===== src/rtl/addsub_serial.sv =====
// addsub_serial: digit-serial add/subtract unit with valid/ready handshakes.
// Each operation runs through one DIGIT-wide adder slice, least significant
// digit first, taking WIDTH/DIGIT cycles in BUSY. Subtraction is A + ~B + 1.
// Optional feature macro: ADDSUB_SERIAL_SAT_EN. When defined, a signed
// overflow saturates o_c to the most positive or most negative value.
// When undefined, o_c wraps modulo 2^WIDTH.
module addsub_serial #(
  parameter int unsigned WIDTH = 8,
  parameter int unsigned DIGIT = 2
) (
  input  logic             i_clk,
  input  logic             i_rst,
  input  logic             i_valid,
  output logic             o_ready,
  input  logic             i_op,
  input  logic [WIDTH-1:0] i_a,
  input  logic [WIDTH-1:0] i_b,
  output logic             o_valid,
  input  logic             i_ready,
  output logic [WIDTH-1:0] o_c,
  output logic             o_carry,
  output logic             o_ovf,
  output logic             o_zero
);

  localparam int unsigned N     = WIDTH / DIGIT;
  localparam int unsigned CNT_W = (N > 1) ? $clog2(N) : 1;

  // Reject illegal parameter combinations at elaboration time.
  if (WIDTH < 2) begin : g_bad_width
    $error("addsub_serial: WIDTH must be at least 2");
  end
  if (DIGIT == 0 || (WIDTH % DIGIT) != 0) begin : g_bad_digit
    $error("addsub_serial: WIDTH must be a non-zero multiple of DIGIT");
  end

  typedef enum logic [1:0] {
    S_IDLE,
    S_BUSY,
    S_DONE
  } state_t;

  state_t state_q, state_d;

  // Operand, partial result and slice carry registers.
  logic [WIDTH-1:0] a_q, a_d;
  logic [WIDTH-1:0] b_q, b_d;
  logic [WIDTH-1:0] res_q, res_d;
  logic             cy_q, cy_d;
  logic [CNT_W-1:0] cnt_q, cnt_d;

  // Registered result and flags, held outside DONE.
  logic [WIDTH-1:0] c_q, c_d;
  logic             carry_q, carry_d;
  logic             ovf_q, ovf_d;
  logic             zero_q, zero_d;

  // Adder slice signals.
  logic [DIGIT-1:0] a_dig;
  logic [DIGIT-1:0] b_dig;
  logic [DIGIT:0]   slice;
  logic [DIGIT-1:0] sum_dig;
  logic             slice_cout;
  logic             cin_msb;
  logic             ovf_now;
  logic             last_dig;
  logic [WIDTH-1:0] res_shift;
  logic [WIDTH-1:0] final_c;

  // Adder slice, result shift and flag derivation for the current digit.
  // Operands are shifted right each cycle, so the low digit of a_q/b_q is
  // always digit[counter] of the latched operands.
  always_comb begin
    a_dig      = a_q[DIGIT-1:0];
    b_dig      = b_q[DIGIT-1:0];
    slice      = {1'b0, a_dig} + {1'b0, b_dig} + (DIGIT+1)'(cy_q);
    sum_dig    = slice[DIGIT-1:0];
    slice_cout = slice[DIGIT];
    last_dig   = (cnt_q == CNT_W'(N - 1));
    res_shift  = (res_q >> DIGIT) | (WIDTH'(sum_dig) << (WIDTH - DIGIT));
    // Carry into the MSB recovered from the MSB sum bit and its operand bits.
    cin_msb    = sum_dig[DIGIT-1] ^ a_dig[DIGIT-1] ^ b_dig[DIGIT-1];
    ovf_now    = cin_msb ^ slice_cout;
`ifdef ADDSUB_SERIAL_SAT_EN
    if (ovf_now) begin
      final_c = slice_cout ? {1'b1, {(WIDTH-1){1'b0}}}
                           : {1'b0, {(WIDTH-1){1'b1}}};
    end else begin
      final_c = res_shift;
    end
`else
    final_c = res_shift;
`endif
  end

  // Next-state logic for the IDLE / BUSY / DONE sequence.
  always_comb begin
    state_d = state_q;
    case (state_q)
      S_IDLE:  if (i_valid)  state_d = S_BUSY;
      S_BUSY:  if (last_dig) state_d = S_DONE;
      S_DONE:  if (i_ready)  state_d = S_IDLE;
      default: state_d = S_IDLE;
    endcase
  end

  // Datapath next values: latch on accept, step one digit per BUSY cycle,
  // capture result and flags on the final digit.
  always_comb begin
    a_d     = a_q;
    b_d     = b_q;
    res_d   = res_q;
    cy_d    = cy_q;
    cnt_d   = cnt_q;
    c_d     = c_q;
    carry_d = carry_q;
    ovf_d   = ovf_q;
    zero_d  = zero_q;
    case (state_q)
      S_IDLE: begin
        if (i_valid) begin
          a_d   = i_a;
          b_d   = i_op ? ~i_b : i_b;
          cy_d  = i_op;
          cnt_d = '0;
        end
      end
      S_BUSY: begin
        a_d   = a_q >> DIGIT;
        b_d   = b_q >> DIGIT;
        res_d = res_shift;
        cy_d  = slice_cout;
        if (last_dig) begin
          cnt_d   = '0;
          c_d     = final_c;
          carry_d = slice_cout;
          ovf_d   = ovf_now;
          zero_d  = (final_c == '0);
        end else begin
          cnt_d = cnt_q + CNT_W'(1);
        end
      end
      default: ;
    endcase
  end

  // Handshake outputs are pure state decodes; result outputs come from registers.
  always_comb begin
    o_ready = (state_q == S_IDLE);
    o_valid = (state_q == S_DONE);
    o_c     = c_q;
    o_carry = carry_q;
    o_ovf   = ovf_q;
    o_zero  = zero_q;
  end

  // State register with synchronous reset.
  always_ff @(posedge i_clk) begin
    if (i_rst) begin
      state_q <= S_IDLE;
    end else begin
      state_q <= state_d;
    end
  end

  // Datapath and result registers; reset discards any in-flight operation.
  always_ff @(posedge i_clk) begin
    if (i_rst) begin
      a_q     <= '0;
      b_q     <= '0;
      res_q   <= '0;
      cy_q    <= 1'b0;
      cnt_q   <= '0;
      c_q     <= '0;
      carry_q <= 1'b0;
      ovf_q   <= 1'b0;
      zero_q  <= 1'b0;
    end else begin
      a_q     <= a_d;
      b_q     <= b_d;
      res_q   <= res_d;
      cy_q    <= cy_d;
      cnt_q   <= cnt_d;
      c_q     <= c_d;
      carry_q <= carry_d;
      ovf_q   <= ovf_d;
      zero_q  <= zero_d;
    end
  end

endmodule


===== config.mk =====
export PLATFORM = sky130hd
export DESIGN_NAME = addsub_serial
export DESIGN_NICKNAME = d
export VERILOG_FILES = /design/src/rtl/addsub_serial.sv
export SDC_FILE = /design/constraint.sdc
export NUM_CORES = 1
export LEC_CHECK = 0
export BUFFER_PORTS_ARGS = -buffer_cell sky130_fd_sc_hd__buf_2
export CORE_UTILIZATION = 40
export DETAILED_ROUTE_END_ITERATION = 8
export GPL_TIMING_DRIVEN = 0
export RECOVER_POWER = 100
export SYNTH_ARGS = -nofsm -noshare
export SYNTH_HDL_FRONTEND = slang
export SYNTH_SLANG_ARGS = --single-unit
export TNS_END_PERCENT = 50

===== constraint.sdc =====
create_clock -name i_clk -period 2.2 [get_ports i_clk]
set_input_delay 0.22 -clock i_clk [delete_from_list [all_inputs] [get_ports i_clk]]
set_output_delay 0.22 -clock i_clk [all_outputs]
set_load 0.02 [all_outputs]

; ---- Word-level counts from Yosys, hierarchy flattened
; Cells that the tools add are included.
[word_totals]
out_inout_bits = 13
wordCells = 44
ff_bits = 40
input_bits = 21
[op_classes]
bitwise = 5
muxes = 14
n_eq_ne = 6
reduce_logical = 6
add_sub_neg = 3
[ops]
columns = operator, n
row1 = $pmux 8 s2, 2
row2 = $mux 8, 3
row3 = $mux 2, 5
row4 = $logic_not 8->1, 1
row5 = $not 8->8, 1
row6 = $or 6x8->8, 1
row7 = $pmux 2 s3, 1
row8 = $eq 2x2->1 const B, 2
row9 = $ne 2x2->1 const B, 2
row10 = $pmux 2 s2, 1
row11 = $reduce_and 2->1, 2
row12 = $add 2x2->3, 1
row13 = $add 3x1->3, 1
row14 = $reduce_and 3->1, 1
row15 = $xor 1x1->1, 3
row16 = $add 2x1->2 const B, 1
row17 = $eq 2x1->1 const B, 1
row18 = $logic_not 2->1, 1
row19 = $ne 2x1->1 const B, 1
row20 = $pmux 1 s2, 1
row21 = $reduce_bool 2->1, 1
row22 = $mux 1, 1

; ---- Longest topological paths before layout
; Gate-level depths: netlist (run 1).
[logic_depth]
ltp_word = 5
mapped_depth = 6
mapped_depth_nobuf = 6

; ---- Worst setup path after synthesis (run 1)
; No wires, ideal clock.
[synth_path]
path_kind = register to register
from = reg a_q[0]
to = reg ovf_q (netlist: o_ovf)
slack_ns = 0.374
t_required_ns = 2.121
period_less_slack_ns = 1.826
t_arrival_ns = 1.747
path_buffers = 0
stages_incl_launch_ff = 7
setup_time_ns = 0.079
path_cell_list = dfxtp_1 -> inv_1 -> fa_1 -> fa_1 -> xnor2_1 -> xnor2_1 -> a211oi_2
[synth_between]
elab_chain_cells = 5
[synth_lines]
columns = item, line_no
row1 = "start, declared", 46  ; logic [WIDTH-1:0] a_q, a_d;
row2 = "start signal, assigned", 169  ; a_q <= '0;
row3 = "start signal, assigned", 179  ; a_q <= a_d;
row4 = $add 2x2->3 (*), 76  ; slice = {1'b0, a_dig} + {1'b0, b_dig} + (DIGIT+1)'(cy_q);
row5 = $add 3x1->3 (*), 76
row6 = $xor 1x1->1 (2 in series), 82  ; cin_msb = sum_dig[DIGIT-1] ^ a_dig[DIGIT-1] ^ b_dig[DIGIT-1];
row7 = $xor 1x1->1 (*), 83  ; ovf_now = cin_msb ^ slice_cout;
row8 = "end signal, assigned", 186  ; ovf_q <= ovf_d;
row9 = "end, declared", 55  ; logic ovf_q, ovf_d;
; Every way passes the cells marked *; elsewhere a longest branch is shown, timed or not.
; A chain may end at the register's enable or synchronous reset.

; ---- Worst setup path after layout (run 1)
[layout_path]
from = reg a_q[0]
to = reg zero_q (netlist: o_zero)
[layout_between]
elab_chain_cells = 4
[layout_lines]
columns = item, line_no
row1 = $add 2x2->3, 76
row2 = $add 3x1->3, 76
row3 = $or 6x8->8, 80  ; res_shift = (res_q >> DIGIT) | (WIDTH'(sum_dig) << (WIDTH - DIGIT));
row4 = $logic_not 8->1, 138  ; zero_d = (final_c == '0);
row5 = "end signal, assigned", 187  ; zero_q <= zero_d;
row6 = "end, declared", 56  ; logic zero_q, zero_d;
; No other way between the ends.

==> results.toml, run 1 <==
[sta]
drv_slew = 0
fmax_mhz = 511
rsz0062_at_grt = "no"
timing.setup.tns_ps = 0
hold_viol = 0
fin_crit_ps = 1960
worst_pin_slew_ps = 547
setup_viol = 0
fin_skew_ps = 5.73
max-slew-margin-rel_pct = 63.5
fin_crit_sh_pct = 88.9

[cells_and_area]
final_cell_mix = "dfxtp_1, clkbuf_1, nor2_1"
fin_area_um2 = 2020
fillCellCount = 448
antennaDiodeCount = 0
area_delta_synth_final_pct = 14.6
fin_nets = 256
drive_gt1_share_pct = 15.0
mostFrequentLayoutCell = "dfxtp_1"

[floorplan]
die_h_um = 68.4
row_count = 23
start_util_pct = 42.8
core_um2 = 4120
ios = 34
fp.dieW_um = 68.4
dieArea_um2 = 4670

[grt]
overflow = 0
grt_pass1_vias = 1293
grt_use_total_pct = 17.6
grt_start_max_net_pins = 12
antenna_found_initial = 0
grt_pass1_wl_mm = 6.04

[clocking]
hold_buffers = 0
h-tree-depth = 2
cts_buffer_depth = 2
cts_tree = "yes"
post_cts.repair.setup_buffers = 0
numCtsBuffers = 5
path_clk_slew_ps = 70
cts-root-buf = "clkbuf_8"
clk_latency_ps = 280
cts_sinks = 38
cts_resized = 0

[job]
max_cap_violations = 0

[setup_path]
critPathMaxStageDelay_ps = 590
crit_fanout = 4
crit_path_frequent_cell = "fa_1"
worstPathCellList = "inv_1 -> fa_1 -> fa_1 -> nor4bb_1 -> nand3_1 -> a21oi_1"
cp.arrival_ps = 2180
cp-start-kind = "flip-flop"
cp_slowest_cell = "fa_1"
r2r_cells = 6
crit_type = "reg -> reg"
crit_path_end_kind = "flip-flop"
cp-startpoint = "a_q[0]$_SDFFE_PP0P_"
cp.required_ps = 2420
timing.rr.start = "a_q[0]$_SDFFE_PP0P_"

[drt]
wl_mm = 3.55
ant_nets = 0
drt_iter0_drc = 58
post_drt_wl_per_cell_um = 12.5
drt_first_pass_iters = 4
via_per_inst = 5.00
vias = 1416
drc = 0

[power]
fin_total_pwr_mw = 1.45
ir_worst_vdd_v = 0.000248
total_leakage_power_nw = 0.759
powerDensity_nw_per_um2 = 718

[synthesis]
synth_area_leaders = "dfxtp_1, nor2_1, a22oi_1, a21oi_1, xor2_1"
synth_nets = 217
yosys.area.top_type_share_pct = 43.2
yosysUniqueCellTypes = 37
yosysSeqAreaShare_pct = 43.2
synth_cells = 193
synth.largest_area_cell = "dfxtp_1"
ys_ff_latch = 38
ys_warn_count = 0
syn_area_per_cell_um2 = 9.13
syn_area_um2 = 1760

[worst_hold_path]
hold_class = "in -> reg"
min_from = "i_a[6]"
min_path_cells = 3

[status]
status = "finished clean"

[placed_design]
dpl_cell_area_um2 = 1980
io_buffers = 32
routabilityCongestion = 0.721
hpwlAfterDp_mm = 2.62
## cell usage after synthesis
cell type	number
a211oi_1	5
a211oi_2	3
a21oi_1	16
a221oi_1	1
a22oi_1	12
and2b_1	1
and3b_1	1
buf_2	5
buf_4	3
buf_6	2
buf_8	1
clkbuf_1	5
dfxtp_1	38
fa_1	2
ha_1	1
inv_1	6
mux2i_1	4
nand2_1	13
nand2b_1	7
nand3_1	1
nand3b_1	4
nand3b_2	1
nor2_1	25
nor2b_1	2
nor3_1	4
nor3b_2	1
nor4_1	1
nor4bb_1	1
o21a_1	1
o21ai_0	4
o21ba_2	1
o21bai_1	1
o32ai_1	2
or2_2	1
or3b_1	6
xnor2_1	3
xor2_1	8
## per-stage QoR
stage          instances  utilization (%)  hold WS [ps]  worst slack [ps]
4_1_cts              283             50.4           167               224
2_1_floorplan        193                -           368               374
5_1_grt              283             49.0           177               102
3_3_place_gp         275             48.2           443               253
6_report             283             49.0           169               245
3_5_place_dp         275             48.2           446               235
## cells by family (layout without fill, tap and decap cells)
| family | count (synthesis) | count (layout) | synth area share [%] |
|---|---|---|---|
| AND/OR/NAND/NOR | 69 | 69 | 21.0 |
| AO/OA/AOI/OAI | 46 | 46 | 18.0 |
| multiplexers | 4 | 4 | 2.27 |
| flip-flops | 38 | 38 | 43.2 |
| adder cells (fa/ha/maj) | 3 | 3 | 2.98 |
| buffers and inverters | 22 | 62 | 7.17 |
| XOR/XNOR | 11 | 11 | 5.47 |
## critical path: cells and delay by family, from the launching register on
family	cells	cell delay, ps
buffers and inverters	1	60
adder cells (fa/ha/maj)	2	1020
flip-flops	1	310
AND/OR/NAND/NOR	2	380
AO/OA/AOI/OAI	1	120
## cell type report
type	instances	area (um2)	share of cell area, %
clock inverters	1	5.00	0.248
plain buffers	16	76.3	3.78
flip-flops and latches	38	761	37.7
multi-input cells	133	861	42.7
inverters	6	22.5	1.12
repair buffers	32	144	7.13
well taps	50	62.6	3.10
clock buffers	7	86.3	4.28
## flip-flops by register name, indices dropped and copies added (netlist names)
signal,cells
state_q,2
o_c,8
b_q,8
o_ovf,1
res_q,6
cnt_q,2
o_zero,1
o_carry,1
cy_q,1
a_q,8
## routing by layer
metal	part of all wire (%)	GRT usage, %
met1	52	24.5
met2	43	25.9
met3	3.8	4.00
met4	1.2	7.03
met5	0	0
## path summary, 6_finish.rpt
kind	endpoint	slack, ps
max reg2reg	o_zero$_SDFFE_PP0P_	240
min reg2reg	o_c[5]$_SDFFE_PP0P_	450
min	a_q[6]$_SDFFE_PP0P_	170
max	o_zero$_SDFFE_PP0P_	240
## power by group
part | total (mW) | leakage [nW] | internal [mW] | switching [mW]
Sequential | 0.743 | 0.310 | 0.723 | 0.0192
Clock | 0.483 | 0.0482 | 0.253 | 0.230
Combinational | 0.224 | 0.401 | 0.101 | 0.123
Note: power is estimated with default switching activity, not from simulation.
==> run 2, diff against run 1 <==
Settings changed: ABC_AREA set to 1.
==> run 2 against run 1 <==
Effect of this change:
- maximum frequency up 0.92%
- sequential share of layout area down 0.14 points
- worst setup slack better by 18 ps
- clock power up 2%
- combinational power about the same
- die area up 0.54%
- area after synthesis up 0.57%
- clock skew up 3.2 ps
- critical path depth up 4
- critical path type unchanged
- critical endpoint is now o_ovf$_SDFFE_PP0P_
==> results.toml, run 2 <==
[synthesis]
ys_async_sr_fraction_pct = 0
syn_area_per_cell_um2 = 7.44
ys_ff_latch = 38
yosysSeqAreaShare_pct = 42.9
yosys.area.top_type_share_pct = 42.9
synth_nets = 262
synth_cells = 238
ys_warn_count = 0
synth.largest_area_cell = "dfxtp_1"
synthMostInstantiatedCell = "nand2_1"
yosysUniqueCellTypes = 25
synth-edff-count = 0
ys.flop_type = "dfxtp_1"
synth_common_cells = "nand2_1, dfxtp_1, nor2_1"
syn_area_um2 = 1770
synth_area_leaders = "dfxtp_1, nand2_1, nand3_1, nor2_1, a21oi_1"

[clocking]
cts_buffer_depth = 2
cts_sinks = 38
cts_tree = "yes"
post_cts.repair.setup_buffers = 0
cts-root-buf = "clkbuf_8"
cts_resized = 0
numCtsBuffers = 5
clk_latency_ps = 290
path_clk_slew_ps = 80
hold_buffers = 0
h-tree-depth = 2

[sta]
fin_crit_sh_pct = 88.1
rsz0062_at_grt = "no"
timing.setup.tns_ps = 0
max-slew-margin-rel_pct = 52.2
drv_slew = 0
hold_viol = 0
setup_viol = 0
fin_crit_ps = 1940
worst_pin_slew_ps = 714
fmax_mhz = 516
fin_skew_ps = 8.94

[cells_and_area]
postLayoutCoreUtil_pct = 49.2
mostFrequentLayoutCell = "nand2_1"
area_delta_synth_final_pct = 14.3
final_cell_mix = "nand2_1, dfxtp_1, nor2_1"
fillCellCount = 462
fin_area_um2 = 2030
fin_nets = 299
drive_gt1_share_pct = 12.7
antennaDiodeCount = 0

[power]
p_int_mw = 1.06
seqPwrFrac_pct = 51.0
total_leakage_power_nw = 0.882
p_switching_mw = 0.398
clock_power_share_pct = 33.8
combPwrFrac_pct = 15.1
powerDensity_nw_per_um2 = 722
netSwitchingFraction_pct = 27.3
ir_worst_vdd_v = 0.000324

[drt]
drt_first_pass_iters = 4
wl_mm = 3.94
via_per_inst = 4.83
post_drt_wl_per_cell_um = 12.1
drc = 0
ant_nets = 0
vias = 1573
drt_iter0_drc = 77

[setup_path]
cp-start-kind = "flip-flop"
cp.required_ps = 2390
r2r_slack_ps = 260
crit_fanout = 5
crit_type = "reg -> reg"
crit_path_end_kind = "flip-flop"
r2r_cells = 10
cp.arrival_ps = 2130

[grt]
overflow = 0
grt_pass1_vias = 1464
grt_start_max_net_pins = 12
grt_pass1_wl_mm = 6.44
antenna_found_initial = 0
grt_use_total_pct = 18.7

[floorplan]
core_um2 = 4120
dieArea_um2 = 4700
start_util_pct = 43.1
row_count = 23
die_h_um = 68.6
fp.dieW_um = 68.6
ios = 34

[worst_hold_path]
min_path_cells = 3
hold_class = "in -> reg"

[placed_design]
routabilityCongestion = 0.797
hpwlAfterDp_mm = 2.82
dpl_cell_area_um2 = 1980
io_buffers = 30

[job]
max_cap_violations = 0

[status]
status = "finished clean"
==> run 2: cell count changes after synthesis, moves of 7 or more <==
| cell | change |
|---|---|
| a22oi_1 | -12 |
| inv_1 | +10 |
| nand2_1 | +40 |
| nand2b_1 | -7 |
| nand3_1 | +28 |
| nor2_1 | +9 |
==> run 2: kinds of logic (layout without fill, tap and decap cells) <==
family,after synthesis,count (layout),synth area share [%]
simple gates,122,122,29.9
flops,38,38,42.9
compound gates,36,36,11.2
buf+inv,31,69,8.97
xor+xnor,8,8,3.95
fa+ha+maj,3,3,2.97
==> run 2: through the flow <==
step / cells / hold slack (ps) / setup WS [ps] / power [mW]
after CTS: 326 / 173 / 263 / 1.48
after floorplan: 238 / 363 / 407 / 0.925
after global routing: 326 / 180 / 40.9 / 1.54
after detailed placement: 318 / 448 / 272 / 0.990
final: 326 / 171 / 262 / 1.46
after global placement: 318 / 443 / 284 / 0.986
==> run 2: power by group through the flow <==
| stage | combinational, mW | clock [mW] | sequential [mW] |
|---|---|---|---|
| floorplan | 0.167 | 0 | 0.758 |
| global placement | 0.223 | 0 | 0.763 |
| detailed placement | 0.227 | 0 | 0.763 |
| CTS | 0.227 | 0.507 | 0.748 |
| global route | 0.253 | 0.537 | 0.751 |
| finish | 0.221 | 0.494 | 0.746 |
==> run 2: critical path, cell delays in order (launching register included) <==
cell,delay [ps]
dfxtp_1,330
inv_1,60
fa_1,430
fa_1,580
inv_1,90
nand2_1,60
nand2_1,50
nand2_1,50
nand3_1,70
nand2_1,70
inv_1,30
==> run 2: worst paths after layout <==
check / endpoint / from
hold / removal: a_q[7]$_SDFFE_PP0P_ / i_a[7]
hold reg to reg: o_c[1]$_SDFFE_PP0P_ / o_c[1]$_SDFFE_PP0P_
setup reg to reg: o_ovf$_SDFFE_PP0P_ / a_q[0]$_SDFFE_PP0P_
setup / recovery: o_ovf$_SDFFE_PP0P_ / a_q[0]$_SDFFE_PP0P_
==> run 2: per-layer routing <==
layer  vias to the layer above  track usage (%)  part of all wire [%]
li1                        834                -                     -
met3                         8             3.62                   3.3
met2                        31             31.4                    46
met5                         -                0                     0
met4                         0             7.55                   1.8
met1                       700             23.4                    49
==> run 2: final cells by class <==
class	count	area (um2)	area share, %
multi-input cells	169	827	40.8
flip-flops and latches	38	761	37.6
repair buffers	30	134	6.61
clock buffers	7	86.3	4.26
plain buffers	12	78.8	3.89
inverters	19	71.3	3.52
well taps	50	62.6	3.09
clock inverters	1	5.00	0.247
